===== src/rtl/veri_yazma_tamponu_pkg.sv =====
// Shared types for the store buffer: FSM state encodings and FIFO entry layout.
package veri_yazma_tamponu_pkg;

    localparam int ADR_W   = 30;  // word address, byte offset dropped
    localparam int VERI_W  = 32;
    localparam int MASKE_W = 4;

    localparam logic [MASKE_W-1:0] TAM_MASKE = '1;

    typedef enum logic [1:0] {
        BOSTA     = 2'd0,
        OKU_ISTEK = 2'd1,
        OKU_BEKLE = 2'd2,
        YAZ_ISTEK = 2'd3
    } durum_e;

    typedef struct packed {
        logic [ADR_W-1:0]   adr;
        logic [VERI_W-1:0]  veri;
        logic [MASKE_W-1:0] maske;
    } girdi_t;

endpackage


===== src/rtl/veri_yazma_tamponu_yazma_fifo.sv =====
// Circular store FIFO with head/tail pointers carrying a wrap bit.
// Every entry is exposed so the parent can do address matching.
module veri_yazma_tamponu_yazma_fifo
    import veri_yazma_tamponu_pkg::*;
#(
    parameter int DERINLIK = 4,
    localparam int PW = $clog2(DERINLIK)
) (
    input  logic              clk_i,
    input  logic              rst_ni,
    input  logic              ekle_i,
    input  girdi_t            ekle_girdi_i,
    input  logic              cikar_i,
    output logic              dolu_o,
    output logic              bos_o,
    output logic [DERINLIK-1:0] gecerli_o,
    output girdi_t            girdiler_o [DERINLIK],
    output girdi_t            bas_o,
    output logic [PW-1:0]     bas_ptr_o
);

    logic [PW:0] bas_q, bas_d;
    logic [PW:0] kuyruk_q, kuyruk_d;
    logic [PW:0] sayi;
    girdi_t      mem_q [DERINLIK];
    girdi_t      mem_d [DERINLIK];

    assign sayi      = kuyruk_q - bas_q;
    assign bos_o     = (bas_q == kuyruk_q);
    assign dolu_o    = (bas_q[PW] != kuyruk_q[PW]) && (bas_q[PW-1:0] == kuyruk_q[PW-1:0]);
    assign bas_o     = mem_q[bas_q[PW-1:0]];
    assign bas_ptr_o = bas_q[PW-1:0];
    assign girdiler_o = mem_q;

    // An entry is live when its distance from the head is below the occupancy.
    always_comb begin
        logic [PW-1:0] ofs;
        ofs       = '0;
        gecerli_o = '0;
        for (int i = 0; i < DERINLIK; i++) begin
            ofs          = PW'(i) - bas_q[PW-1:0];
            gecerli_o[i] = ({1'b0, ofs} < sayi);
        end
    end

    // Pointer advance and storage write for enqueue/dequeue.
    always_comb begin
        bas_d    = bas_q;
        kuyruk_d = kuyruk_q;
        mem_d    = mem_q;
        if (ekle_i && !dolu_o) begin
            mem_d[kuyruk_q[PW-1:0]] = ekle_girdi_i;
            kuyruk_d                = kuyruk_q + 1'b1;
        end
        if (cikar_i && !bos_o) begin
            bas_d = bas_q + 1'b1;
        end
    end

    // Pointers reset to empty; stored stores are discarded by that.
    always_ff @(posedge clk_i or negedge rst_ni) begin
        if (!rst_ni) begin
            bas_q    <= '0;
            kuyruk_q <= '0;
        end else begin
            bas_q    <= bas_d;
            kuyruk_q <= kuyruk_d;
        end
    end

    // Entry storage needs no reset: validity comes from the pointers.
    always_ff @(posedge clk_i) begin
        mem_q <= mem_d;
    end

endmodule


===== src/rtl/veri_yazma_tamponu.sv =====
// Store buffer between the memory-access unit and the data bus: buffers
// stores, drains them in order, forwards full-word hits to loads and
// otherwise issues a single outstanding bus read.
module veri_yazma_tamponu
    import veri_yazma_tamponu_pkg::*;
#(
    parameter int DERINLIK = 4
) (
    input  logic        clk_i,
    input  logic        rst_ni,
    input  logic        l1v_sec_n_i,
    input  logic        l1v_yaz_gecerli_i,
    input  logic [31:0] l1v_adr_i,
    input  logic [31:0] l1v_veri_i,
    input  logic [3:0]  l1v_veri_maske_i,
    output logic [31:0] l1v_veri_o,
    output logic        l1v_durdur_o,
    output logic        bos_o,
    output logic        bellek_istek_gecerli_o,
    input  logic        bellek_istek_hazir_i,
    output logic        bellek_yaz_o,
    output logic [31:0] bellek_adr_o,
    output logic [31:0] bellek_veri_o,
    output logic [3:0]  bellek_maske_o,
    input  logic        bellek_cevap_gecerli_i,
    input  logic [31:0] bellek_veri_i
);

    localparam int PW = $clog2(DERINLIK);

    durum_e              durum_q, durum_d;
    logic [ADR_W-1:0]    oku_adr_q, oku_adr_d;
    logic [31:0]         l1v_veri_q, l1v_veri_d;

    logic                istek, yaz_istek, yukle;
    logic                ekle, cikar;
    logic                fifo_dolu, fifo_bos;
    logic [DERINLIK-1:0] gecerli;
    girdi_t              girdiler [DERINLIK];
    girdi_t              bas;
    logic [PW-1:0]       bas_ptr;
    girdi_t              yeni_girdi;
    logic                eslesme, ileri, oku_bekliyor, cevap_alindi;
    girdi_t              genc;
    logic [1:0]          unused_adr_bitleri;

    assign istek     = !l1v_sec_n_i;
    assign yaz_istek = istek && l1v_yaz_gecerli_i;
    assign yukle     = istek && !l1v_yaz_gecerli_i;
    assign ekle      = yaz_istek && !fifo_dolu;
    assign cikar     = (durum_q == YAZ_ISTEK) && bellek_istek_hazir_i;
    assign unused_adr_bitleri = l1v_adr_i[1:0];

    assign yeni_girdi = '{adr: l1v_adr_i[31:2], veri: l1v_veri_i, maske: l1v_veri_maske_i};

    veri_yazma_tamponu_yazma_fifo #(
        .DERINLIK (DERINLIK)
    ) u_yazma_fifo (
        .clk_i        (clk_i),
        .rst_ni       (rst_ni),
        .ekle_i       (ekle),
        .ekle_girdi_i (yeni_girdi),
        .cikar_i      (cikar),
        .dolu_o       (fifo_dolu),
        .bos_o        (fifo_bos),
        .gecerli_o    (gecerli),
        .girdiler_o   (girdiler),
        .bas_o        (bas),
        .bas_ptr_o    (bas_ptr)
    );

    // Walk from oldest to youngest so the last hit is the youngest match.
    always_comb begin
        logic [PW-1:0] idx;
        idx     = '0;
        eslesme = 1'b0;
        genc    = '0;
        for (int k = 0; k < DERINLIK; k++) begin
            idx = bas_ptr + PW'(k);
            if (gecerli[idx] && (girdiler[idx].adr == l1v_adr_i[31:2])) begin
                eslesme = 1'b1;
                genc    = girdiler[idx];
            end
        end
    end

    assign ileri        = yukle && eslesme && (genc.maske == TAM_MASKE);
    assign oku_bekliyor = yukle && !eslesme;
    assign cevap_alindi = (durum_q == OKU_BEKLE) && bellek_cevap_gecerli_i;

    // Stall: stores wait on a full FIFO, loads wait unless served this cycle.
    always_comb begin
        l1v_durdur_o = 1'b0;
        if (yaz_istek) begin
            l1v_durdur_o = fifo_dolu;
        end else if (yukle) begin
            l1v_durdur_o = !(ileri || cevap_alindi);
        end
    end

    // Bus FSM next state plus load-data capture; a waiting load beats a drain.
    always_comb begin
        durum_d    = durum_q;
        oku_adr_d  = oku_adr_q;
        l1v_veri_d = l1v_veri_q;
        case (durum_q)
            BOSTA: begin
                if (oku_bekliyor) begin
                    durum_d   = OKU_ISTEK;
                    oku_adr_d = l1v_adr_i[31:2];
                end else if (!fifo_bos || ekle) begin
                    durum_d = YAZ_ISTEK;
                end
            end
            OKU_ISTEK: begin
                if (bellek_istek_hazir_i) durum_d = OKU_BEKLE;
            end
            OKU_BEKLE: begin
                if (bellek_cevap_gecerli_i) begin
                    durum_d    = BOSTA;
                    l1v_veri_d = bellek_veri_i;
                end
            end
            YAZ_ISTEK: begin
                if (bellek_istek_hazir_i) durum_d = BOSTA;
            end
            default: durum_d = BOSTA;
        endcase
        if (ileri) begin
            l1v_veri_d = genc.veri;
        end
    end

    // Bus request fields come from registered state, so they hold while stalled.
    always_comb begin
        bellek_istek_gecerli_o = 1'b0;
        bellek_yaz_o           = 1'b0;
        bellek_adr_o           = '0;
        bellek_veri_o          = '0;
        bellek_maske_o         = '0;
        case (durum_q)
            OKU_ISTEK: begin
                bellek_istek_gecerli_o = 1'b1;
                bellek_adr_o           = {oku_adr_q, 2'b00};
            end
            YAZ_ISTEK: begin
                bellek_istek_gecerli_o = 1'b1;
                bellek_yaz_o           = 1'b1;
                bellek_adr_o           = {bas.adr, 2'b00};
                bellek_veri_o          = bas.veri;
                bellek_maske_o         = bas.maske;
            end
            default: ;
        endcase
    end

    assign bos_o      = fifo_bos && (durum_q != OKU_ISTEK) && (durum_q != OKU_BEKLE);
    assign l1v_veri_o = l1v_veri_q;

    // State, latched read address and returned load data.
    always_ff @(posedge clk_i or negedge rst_ni) begin
        if (!rst_ni) begin
            durum_q    <= BOSTA;
            oku_adr_q  <= '0;
            l1v_veri_q <= '0;
        end else begin
            durum_q    <= durum_d;
            oku_adr_q  <= oku_adr_d;
            l1v_veri_q <= l1v_veri_d;
        end
    end

endmodule


===== config.mk =====
export PLATFORM = sky130hd
export DESIGN_NAME = veri_yazma_tamponu
export DESIGN_NICKNAME = d
export VERILOG_FILES = /design/src/rtl/veri_yazma_tamponu_pkg.sv /design/src/rtl/veri_yazma_tamponu_yazma_fifo.sv /design/src/rtl/veri_yazma_tamponu.sv
export SDC_FILE = /design/constraint.sdc
export NUM_CORES = 1
export LEC_CHECK = 0
export CORE_ASPECT_RATIO = 0.75
export CORE_MARGIN = 1
export CORE_UTILIZATION = 24
export DETAILED_ROUTE_END_ITERATION = 6
export PLACE_DENSITY_LB_ADDON = 0.15
export SETUP_SLACK_MARGIN = 0.02
export SYNTH_ARGS = -nofsm -noshare
export SYNTH_HDL_FRONTEND = slang
export SYNTH_SLANG_ARGS = --single-unit

===== constraint.sdc =====
create_clock -name clk_i -period 4.9 [get_ports clk_i]
set_input_delay 0.98 -clock clk_i [delete_from_list [all_inputs] [get_ports clk_i]]
set_output_delay 0.98 -clock clk_i [all_outputs]
set_load 0.1 [all_outputs]

# Yosys cells after proc, flatten, opt, wreduce, memory -nomap -nowiden
# Cells that the tools add are included.
[word_totals]
regBits = 334
in_bits = 106
[classes]
n_addsub = 10
order_cmp = 14
eq_ne = 17
muxes = 47
n_bitwise = 5
reduce_logical = 33
[op_table]
columns = ["operator", "count"]
rows = [
  ["$mux W66", 9],
  ["$bmux W66 S2", 4],
  ["$bwmux W264", 1],
  ["$mux W36", 4],
  ["$demux W66 S2", 1],
  ["$mux W32", 4],
  ["$eq A30 B30 Y1", 4],
  ["$pmux W32 S2", 1],
  ["$logic_and A1 B1 Y1", 18],
  ["$ge A3 B3 Y1 const B", 5],
  ["$not A2 Y3", 5],
  ["$lt A2 B3 Y1", 4],
  ["$lt A2 B3 Y1 const B", 4],
  ["$mux W1", 12],
  ["$mux W2", 5],
  ["$bmux W1 S2", 4],
  ["$ne A2 B2 Y1 const B", 4],
  ["$pmux W2 S4", 1],
  ["$add A3 B1 Y3 const B", 2],
  ["$logic_not A1 Y1", 6],
  ["$add A2 B2 Y2 const B", 2],
  ["$eq A2 B2 Y1 const B", 2],
  ["$eq A4 B4 Y1 const B", 1],
  ["$mux W4", 1],
  ["17 further kinds", 22],
]

# Depth between registers and ports, before layout
[logic_depth]
ltp_word = 16
ltp_mapped = 17

# By module
# Synthesis repeated with hierarchy kept, for this count alone.
[hier_totals]
cells_unflattened = 1649
hier_area_um2 = 21454.3
[modules_own_cells]
columns = ["module", "instances", "cells_each", "area_each_um2", "seq_area_each_um2"]
rows = [
  ["veri_yazma_tamponu", 1, 1241, 11315.9, 1601.5],
  ["veri_yazma_tamponu_yazma_fifo", 1, 408, 10138.5, 8077.7],
]

# Worst setup path after synthesis
# No wires, ideal clock.
[synth_path]
path_kind = "register to output"
start = "register u_yazma_fifo.bas_q[1]"
end = "output l1v_durdur_o"
arrival_ns = 4.933
required_time_ns = 3.920
setup_slack_ns = -1.013
stages_incl_launch_ff = 16
path_buffers = 3
path_cell_list = "dfrtp_1 clkbuf_1 inv_1 fa_1 inv_1 ha_1 mux2_2 nand2_1 a31oi_1 a2111oi_0 nand4_1 clkbuf_1 clkbuf_1 nor2_1 a221oi_1 o22ai_1"
[synth_between]
elab_chain_len = 16
word_cells_on_any_way = 61
[synth_rtl]
columns = ["element", "line_no", "source"]
rows = [
  ["from (decl)", "veri_yazma_tamponu_yazma_fifo.sv:22", "logic [PW:0] bas_q, bas_d;"],
  ["from (signal assigned)", "veri_yazma_tamponu_yazma_fifo.sv:66", "bas_q <= bas_d;"],
  ["branches (longest 15 deep; another with $sub A3 B3 Y3)", "--", ""],
  ["$mux W1 (*)", "veri_yazma_tamponu.sv:94", "if (yaz_istek) begin"],
  ["to (decl)", "veri_yazma_tamponu.sv:17", "output logic l1v_durdur_o,"],
]
# Every way passes the cells marked *. The select of a mux whose other input is x is not followed.

# Final worst setup path
[layout_path]
start = "register u_yazma_fifo.bas_q[0]"
end = "output l1v_durdur_o"
# Same word-level chain as after synthesis.

==> results.txt <==
----------------------------------------------------
[Synthesis]
  Top FF cell, synth ... edfxtp_1
  Synth cell count leaders ... edfxtp_1 (264), mux4_2 (249), mux2i_1 (138)
  Synth async-reset ratio ... 0.210
  Netlist area before placement ... 0.0212 mm²
  Number of synthesized flops with an enable pin ... 264
  Dominant cells by area after synthesis ... edfxtp_1 (37%), mux4_2 (26%), dfrtp_1 (8.3%)
  Post-synthesis cell type count ... 52
  Gate count after technology mapping ... 1403
  Dominant cell type by area after synthesis ... edfxtp_1
  Mapped Avg Cell Area ... 15.1 µm²
  Cell with the most instances after synthesis ... edfxtp_1
  Sequential cell area fraction in the yosys report ... 0.456
  Yosys warnings ... 0
  Flops & latches, synth ... 334
  Fraction of post-synthesis cell area in the top cell type by area ... 0.373

[Critical path]
  Category of the most critical setup path ... flop to primary output
  Required @ worst endpoint ... 3.92 ns
  Highest cell delay on the worst timing path ... 0.52 ns
  Sort of element at the end of the critical path ... primary output
  Worst path cell trace ... ha_4 -> buf_4 -> buf_12 -> buf_8 -> mux4_2 -> xnor2_1 -> nand4_1 -> nor2_1 -> buf_4 -> nand4_1 -> mux2i_2 -> a221oi_2 -> buf_4 -> o22ai_4 -> buf_12
  Arrival time of data at the critical path endpoint ... 4.32 ns
  Startpoint of the worst setup timing path ... u_yazma_fifo.bas_q[0]$_DFFE_PN0P_
  Setup crit start kind ... flop
  Cell seen most often among critical-path stages ... buf_4
  Max Fanout on Critical Path ... 7
  Max stage delay cell, worst path ... mux4_2
  Startpoint of the lowest-slack register-to-register path ... u_yazma_fifo.bas_q[0]$_DFFE_PN0P_

[Die]
  Core Footprint ... 0.0876 mm²
  Die Footprint ... 0.0896 mm²
  Overall die height ... 260 µm
  IO Count ... 210
  Width of the die ... 345 µm
  Row cnt ... 94
  Initial core utilization ... 0.242

[Pwr]
  Combinational cell fraction of total power ... 0.637
  Switching fraction of total power ... 0.462
  Net switching power ... 9.25 mW
  Maximum ir drop on the vdd rail ... 446 µV
  Pwr dens ... 754 mW/mm²
  Sum of internal, switching and leakage power ... 20.0 mW
  Leakage power summed over all cells ... 9.65 nW
  Cell internal power dissipation ... 10.8 mW
  Part of the total power dissipated in the clock network ... 0.164
  Relative contribution of sequential cells to total power ... 0.200

[Clocking]
  Source-to-sink clock delay at the later pin of the worst-skew pair ... 0.58 ns
  CTS HTree Levels ... 2
  Deepest clock path buffer count ... 3
  CTS Root Buffer Type ... clkbuf_16
  TritonCTS clock tree ... built
  TritonCTS sink count ... 334
  CTS Buf Count ... 44
  Register clock-pin slew on the reported worst setup and hold paths ... 0.06 ns

[Global route]
  Overall global routing resource usage ... 0.150
  Initial antenna violation count ... 7
  Global route overflow ... 0
  Largest net degree at the start of global routing ... 135
  Wire length of the first global-routing pass ... 99.2 mm
  Vias in the first global route ... 14100

[Routing]
  DR DRC count ... 0
  Routed length per instance ... 24.3 µm
  Number of iterations in the first detailed-routing pass ... 5
  Antenna-violating nets left ... 0
  Via Count ... 13900
  Post-DR vias/cell ... 4.94
  First DRT Iteration DRCs ... 1078
  Overall routed net length ... 68.4 mm

[Placed design]
  DP HPWL ... 44.6 mm
  Input/output buffers ... 205
  Cell total after placement ... 2718
  Weighted congestion reported at the end of routability-driven placement ... 0.760
  Placement-stage worst setup slack ... -0.0797 ns

[STA]
  Crit path time final ... 5.30 ns
  Unrepaired setup endpoints after global routing ... true
  Setup violations, final ... 1
  Final number of hold-violating endpoints ... 0
  Slew at the pin closest to its max-slew limit ... 1.11 ns
  Final clock period utilization by the worst path ... 1.08
  Fin Clk Skew ... 0.0224 ns
  Final number of max-transition violations ... 0
  F_max ... 189 MHz
  Relative max-transition margin ... 0.257
  Post-route worst setup slack ... -0.396 ns
  TNS Setup ... -0.396 ns

[Hold path]
  Hold crit path type ... flop to flop
  Worst Min Path Start ... u_yazma_fifo.kuyruk_q[2]$_DFFE_PN0P_

[Finish]
  Share of final-layout standard cells stronger than drive strength 1 ... 0.336
  Synth-to-layout area growth ... 25.2%
  # fillers ... 8609
  Core occupancy in the finished layout ... 0.303
  Antenna Diode Count ... 0
  Final net count ... 1743
  Area taken by multi-input logic gates ... 0.0109 mm²
  Area taken by flip-flops and latches ... 0.00969 mm²
  Cell Count, Final, Fillers Out ... 2809

[Outcome]
  Violated checks ... negative setup slack
  Result of the run ... finished, violations left

[Run]
  Max-cap violations ... 0

----------------------------------------------------
## worst max-delay path: cells and delay by family (launching register included)
kind,cells,cell delay (ns)
buffers and inverters,6,0.86
multiplexers,2,0.78
AND/OR/NAND/NOR,3,0.61
flip-flops,1,0.51
XOR/XNOR,1,0.37
adder cells (fa/ha/maj),1,0.31
AO/OA/AOI/OAI,2,0.31
## power by group through the flow
stage               clock, mW  sequential, mW  combinational, mW
global placement            0            4.04               12.5
floorplan                   0            4.95               8.42
global route             3.47            4.07               13.5
detailed placement          0            4.06               12.5
finish                   3.28            4.00               12.8
CTS                      3.38            4.00               12.9
## layout make-up
class,count,area share
multi-input combinational,885,0.409
clock buffer,63,0.0483
tap,1152,0.0542
timing repair buffer,314,0.112
clock inverter,18,0.00654
sequential,334,0.364
inverter,43,0.00607
## layer usage
metal / track usage / part of all wire / vias to the layer above
met5: 0 / 0.0010 / -
met4: 0.0345 / 0.018 / 12
met3: 0.0297 / 0.054 / 91
met2: 0.233 / 0.45 / 377
met1: 0.216 / 0.48 / 7346
li1: - / - / 6039
## layout by cell type (no fill, tap or decap), drive strengths merged, types with 2 or more instances in the layout
cell	synthesis	routed
nand2	13	13
nand4	29	29
a21oi	3	3
clkinv	1	14
nor3	4	4
and2	42	42
a221oi	2	2
nor3b	32	32
dfrtp	70	70
a2111oi	2	2
nor2	47	47
nor4	43	43
mux2i	138	138
bufinv	0	3
clkbuf	81	63
a211o	32	32
xor2	40	40
ha	14	14
mux2	35	35
buf	61	179
inv	42	43
nand3	5	5
a31oi	4	4
o21ai	8	8
xnor2	91	91
mux4	249	249
conb	1	2
edfxtp	264	264
nor2b	33	33
clkdlybuf4s50	0	134
## metrics by stage
stage / cell area (µm²) / hold WS (ns)
2_1_floorplan: 21300 / 0.460
3_3_place_gp: 24900 / 0.483
3_5_place_dp: 24900 / 0.482
4_1_cts: 26600 / 0.492
5_1_grt: 26600 / 0.510
6_report: 26600 / 0.487
## cells by family after synthesis
logic type	Yosys count	share of synthesized area
AO/OA/AOI/OAI	60	0.0224
XOR/XNOR	131	0.0541
adder cells (fa/ha/maj)	15	0.00920
buffers and inverters	185	0.0400
flip-flops	334	0.456
multiplexers	422	0.348
other	1	0.000177
AND/OR/NAND/NOR	255	0.0703
## worst paths after layout
path | endpoint | slack [ns] | cells after the start
max in group asynchronous | oku_adr_q[26]$_DFFE_PN0P_ | 3.46 | 2
min in group asynchronous | l1v_veri_o[11]$_DFFE_PN0P_ | 0.51 | 1
setup / recovery | l1v_durdur_o | -0.40 | 15
hold reg to reg | u_yazma_fifo.kuyruk_q[2]$_DFFE_PN0P_ | 0.49 | 1
setup reg to reg | oku_adr_q[25]$_DFFE_PN0P_ | 0.26 | 13
hold / removal | u_yazma_fifo.kuyruk_q[2]$_DFFE_PN0P_ | 0.49 | 1
## sequential cells by signal, indices dropped and copies added (netlist names)
signal                   count
u_yazma_fifo.girdiler_o    264
l1v_veri_o                  32
oku_adr_q                   30
u_yazma_fifo.bas_q           3
u_yazma_fifo.kuyruk_q        3
durum_q                      2
## repair_timing
action	CTS	global route
endpoints found under the setup margin	1	24
pin swaps	6	2
setup buffers	9	0
resized for setup	21	4
gates cloned	1	0
hold buffers	0	0
Power figures use the tool's default switching activity.
